--- config.mk ---
export PLATFORM = sky130hd
export DESIGN_NAME = fifo_lookahead_to_nl
export DESIGN_NICKNAME = d
export VERILOG_FILES = /design/src/rtl/fifo_lookahead_to_nl.sv
export SDC_FILE = /design/constraint.sdc
export NUM_CORES = 1
export LEC_CHECK = 0
export ABC_AREA = 1
export CORE_ASPECT_RATIO = 1.5
export CORE_MARGIN = 5
export CORE_UTILIZATION = 40
export CTS_BUF_LIST = sky130_fd_sc_hd__clkbuf_16
export DETAILED_ROUTE_END_ITERATION = 7
export PLACE_DENSITY = 0.76
export SKIP_CTS_REPAIR_TIMING = 1
export SYNTH_ARGS = -nofsm -noshare
export SYNTH_HDL_FRONTEND = slang
export SYNTH_SLANG_ARGS = --single-unit
--- constraint.sdc ---
create_clock -name clk -period 4.3 [get_ports clk]
set_input_delay 1.075 -clock clk [delete_from_list [all_inputs] [get_ports clk]]
set_output_delay 1.075 -clock clk [all_outputs]
set_load 0.02 [all_outputs]
--- src/rtl/fifo_lookahead_to_nl.sv ---
// Adapts an upstream first-word-fall-through FIFO to a non-lookahead read port
// with registered dout, using a two-entry prefetch buffer.
module fifo_lookahead_to_nl #(
   parameter int DATA_WIDTH = 32
) (
   input  logic                  clk,
   input  logic                  rst,
   input  logic                  _empty,
   input  logic [DATA_WIDTH-1:0] _dout,
   output logic                  _rd,
   input  logic                  rd,
   output logic                  empty,
   output logic [DATA_WIDTH-1:0] dout
);

   logic [DATA_WIDTH-1:0] buffer [2];
   logic                  wptr;
   logic                  rptr;
   logic [1:0]            count;
   logic                  push;
   logic                  pop;

   // Prefetch depends only on registered occupancy, so rd never reaches _rd.
   assign _rd   = rst & ~_empty & (count != 2'd2);
   assign push  = _rd;
   assign empty = (count == 2'd0);
   assign pop   = rd & ~empty;

   // Storage is left unreset; entries are only read once count says they are valid.
   always_ff @(posedge clk) begin
      if (push) begin
         buffer[wptr] <= _dout;
      end
   end

   always_ff @(posedge clk or negedge rst) begin
      if (!rst) begin
         wptr  <= 1'b0;
         rptr  <= 1'b0;
         count <= 2'd0;
         dout  <= '0;
      end else begin
         if (push) begin
            wptr <= ~wptr;
         end
         if (pop) begin
            rptr <= ~rptr;
            dout <= buffer[rptr];
         end
         case ({push, pop})
            2'b10:   count <= count + 2'd1;
            2'b01:   count <= count - 2'd1;
            default: count <= count;
         endcase
      end
   end

endmodule

* After elaboration in Yosys (flattened, before gate mapping)
Memories as Yosys holds them, arrays and structs flattened. A register that Yosys moved wholly into a read port is not among the register bits. Index checks and enable logic that the tools add are counted.
Word-level totals: logic and storage cells 22, memories 1, bits in registers 4, RAM bits 64, output and inout bits 34
Cells by class: reduce and logical (&&, ||, !) cells 3, equality and inequality tests 3, bitwise logic cells 7, mux-type cells 3, $add $sub $neg 2
Memory list:
- buffer | words 2, bits a word 32, rd ports 1, clocked after memory_dff 1, write ports 1, line 16 | logic [DATA_WIDTH-1:0] buffer [2];
Operators by type and width (count):
- 1-bit inverter | 4
- 2-bit one-hot mux with 2 select lines | 1
- 1-bit AND | 3
- 2-bit by 1-bit adder with 2-bit output (second input constant) | 1
- 2-bit by 1-bit equality test with 1-bit output (second input constant) | 1
- 2-bit equality test (second input constant) | 1
- 2-bit zero test | 1
- 1-bit 2-to-1 mux | 2
- 2-bit inequality test (second input constant) | 1
- 2-bit nonzero test | 1
- 2-bit by 1-bit subtractor with 2-bit output (second input constant) | 1
- 1-bit zero test | 1

* Longest topological paths before layout
depth after elaboration 5, depth in mapped cells 11, gate-level depth less buffers 10

* Worst setup path before layout
OpenSTA, ideal clock, no wires.
kind input to register, from input _empty, to memory buffer[1][0] (enable), stages on the path 3, data arrival time 2.636 ns, setup slack 1.243 ns, path through inv_1 > nand3_1 > nor2_1
Between the ends: word-level cells in the longest chain between the ends 5
RTL lines:
- start: declaration | line 8 | input logic _empty,
- 1-bit inverter | line 24 | assign _rd = rst & ~_empty & (count != 2'd2);
- 1-bit AND (2 in a row) | line 24
- 1-bit 2-to-1 mux | line 31 | if (push) begin
- 1-bit 2-to-1 mux (not written as such) | line 32 | buffer[wptr] <= _dout;
- end: declaration | line 16
Every way passes these cells.

* Worst setup path in the final report
from input _empty, to output _rd
Between the ends: word-level cells in the longest chain between the ends 3
RTL lines:
- 1-bit inverter | line 24
- 1-bit AND (2 in a row) | line 24
- end: declaration | line 10 | output logic _rd,
Every way passes these cells.

==> out/qor.txt <==
Status - finished, final reports clean
I/O Buffers - 69
DP Worst Slack - 0.7445 ns
Vias - 2389
Syn Area/Cell - 11.29 um^2
Multi-input logic area - 830.8 um^2
Global route total overflow - 0
GRT Total Usage - 0.1344
Die Y - 129.1 um
CTS Buf Count - 9
Reg area - 2823 um^2
Dpl cells - 505
Final Hold Fails - 0
Starting Density - 0.4086
Die area - 11540 um^2
Crit share post-route - 0.8258
Critical path class - primary input to output port
I/O pins - 70
Mapped Nets - 372
Clk buf depth - 2
Antenna diodes - 0
Max Clk Rate - 281.6 MHz
Hold slack - 0.4795 ns
Iteration-0 DRC Markers - 150
Largest fanout on the critical path - 4
CP Data Required Time - 3.22 ns
Slew Limit Fails - 0
Pwr Total - 3.298 mW
DR pass1 iterations - 4
PwrDens - 680.5 nW/um^2
Detail Placement HPWL - 4886 um
CP bufs+invs - 4
Max_slew headroom - 0.2442
Worst Setup End Kind - output port
# fillers - 792
Worst-margin pin slew - 1.134 ns
Minimum clock period - 3.551 ns
Die Width - 89.39 um
Largest family of logic cells by synthesized area - simple AND/OR/NAND/NOR gates
Area grow syn2layout - 28.16%
XOR/XNOR share of the synthesized area - 0.002316
Core area - 9254 um^2
Routability Congestion - 0.7692
CTS tree - done
Cell variety after synth - 16
Seq cells post-synth - 100
Slack of the critical path - 0.7490 ns
Fin nets - 441
Synthesized-area fraction occupied by adder cells - 0.003309
Remaining DRCs - 0
Yosys top cell area share - 0.5083
Worst hold path class - flip-flop to flip-flop
CTS HTree Levels - 3
Post-Synth Simple-Gate Area - 0.2121
Startpoint types - primary input
Reg clk slew, reported paths - 0.06 ns
Worst path top cell family by delay - buffers and inverters
CP max-delay cell - clkdlybuf4s50_1
Initial antenna violation count - 0
Netlist Area Pre-Place - 3781 um^2
Num rows - 43
DR WL/cell - 13.58 um
Final setup fails - 0
Syn Inst Count - 335
Leading area contributor after synthesis - edfxtp_1
Critical-path cell list - clkdlybuf4s50_1 > inv_1 > nand3_1 > inv_1 > clkdlybuf4s50_1
Register area share after synthesis - 0.7465
Synth Area in Compound Gates - 0
Max cap viols - 0
Clock skew - 0.003881 ns
CP max stage delay - 0.62 ns
Worst-Skew Late Latency - 0.33 ns
Unrepaired setup endpoints after global routing - false
Fin cells - 521
First-pass GRT wire length - 11300 um
Pin count of the biggest net entering global routing - 38
Top area cells in the synthesized netlist - edfxtp_1, dfrtp_1, nand2_1
WP data arrival - 2.48 ns
Warnings, synthesis - 0
Mux share of post-synthesis cell area - 0
Clock root buffer master - clkbuf_16
Routed Antenna Nets - 0
Peak VDD IR - 0.3450 mV
CTS sink count - 100
Vias in the first global route - 2375
Vias/cell - 4.585
Setup TNS - 0 ns
Leak - 2.137 nW
Share of post-route cells with drive strength above 1 - 0.05623
Final WL - 7077 um
## metrics by stage
stage / utilization / instance area [um^2]
CTS: 0.5237 / 4846
finish: 0.5237 / 4846
global route: 0.5237 / 4846
global placement: 0.4904 / 4538
floorplan: - / 3781
detailed placement: 0.4904 / 4538
## placed cells by master, fill, tap and decap left out, types with 2 or more instances in the layout
| cell | n |
|---|---|
| edfxtp_1 | 64 |
| inv_1 | 9 |
| nand3_1 | 2 |
| bufinv_16 | 2 |
| nand4_1 | 2 |
| clkbuf_16 | 9 |
| dfrtp_1 | 36 |
| nand2_1 | 202 |
| clkdlybuf4s50_1 | 68 |
| clkinv_2 | 3 |
| buf_4 | 2 |
| inv_2 | 2 |
## registers in the layout (all words and copies together) (netlist names)
register,count
dout,32
buffer,64
count,2
rptr,1
wptr,1
## kinds of logic after synthesis
kind of cell,after synthesis
and+or+nand+nor,209
DFF,100
buffers and inverters,24
xor gates and xnor gates,1
adders and majority gates,1
## final timing paths
kind | slack, ns | end | startpoint | cells past startpoint
min in group asynchronous | 0.88 | dout[26]$_DFFE_PN0P_ | rst | 2
max in group asynchronous | 3.10 | dout[20]$_DFFE_PN0P_ | rst | 2
max | 0.75 | _rd | _empty | 5
max reg2reg | 2.14 | dout[31]$_DFFE_PN0P_ | rptr$_DFFE_PN0P_ | 5
min | 0.48 | dout[23]$_DFFE_PN0P_ | dout[23]$_DFFE_PN0P_ | 2
min reg2reg | 0.48 | dout[23]$_DFFE_PN0P_ | dout[23]$_DFFE_PN0P_ | 2
## worst register-to-register path, stage by stage, from the launching register on
cell	delay, ns
dfrtp_1	1.09
inv_2	0.55
nand2_1	0.17
nand2_1	0.06
nand2_1	0.10
nand2_1	0.08
## area by class of cell
| type | instances | area share |
|---|---|---|
| clock inverter | 7 | 0.01704 |
| timing repair buffer | 71 | 0.1446 |
| multi-input combinational | 211 | 0.1714 |
| inverter | 11 | 0.009037 |
| sequential | 100 | 0.5825 |
| clock buffer | 9 | 0.04648 |
| tap | 112 | 0.02892 |
## per-layer routing
layer / GRT usage / share of wire / up-vias
met5: 0 / 0 / -
met3: 0.02354 / 0.045 / 24
met4: 0.09728 / 0.052 / 0
li1: - / - / 1197
met1: 0.1323 / 0.34 / 1110
met2: 0.2436 / 0.56 / 58
## power breakdown
| group | switching [mW] | internal (mW) |
|---|---|---|
| sequential | 0.170 | 1.27 |
| clock | 0.303 | 0.501 |
| combinational | 0.615 | 0.437 |
## cells in the mapped netlist
master / n
nand2_1: 202
edfxtp_1: 64
dfrtp_1: 36
inv_1: 8
buf_2: 7
buf_4: 3
buf_6: 3
inv_2: 2
nand3_1: 2
nand4_1: 2
ha_1: 1
inv_4: 1
nand2_2: 1
nand2_4: 1
nor2_1: 1
xnor2_1: 1
Power figures use the tool's default switching activity.
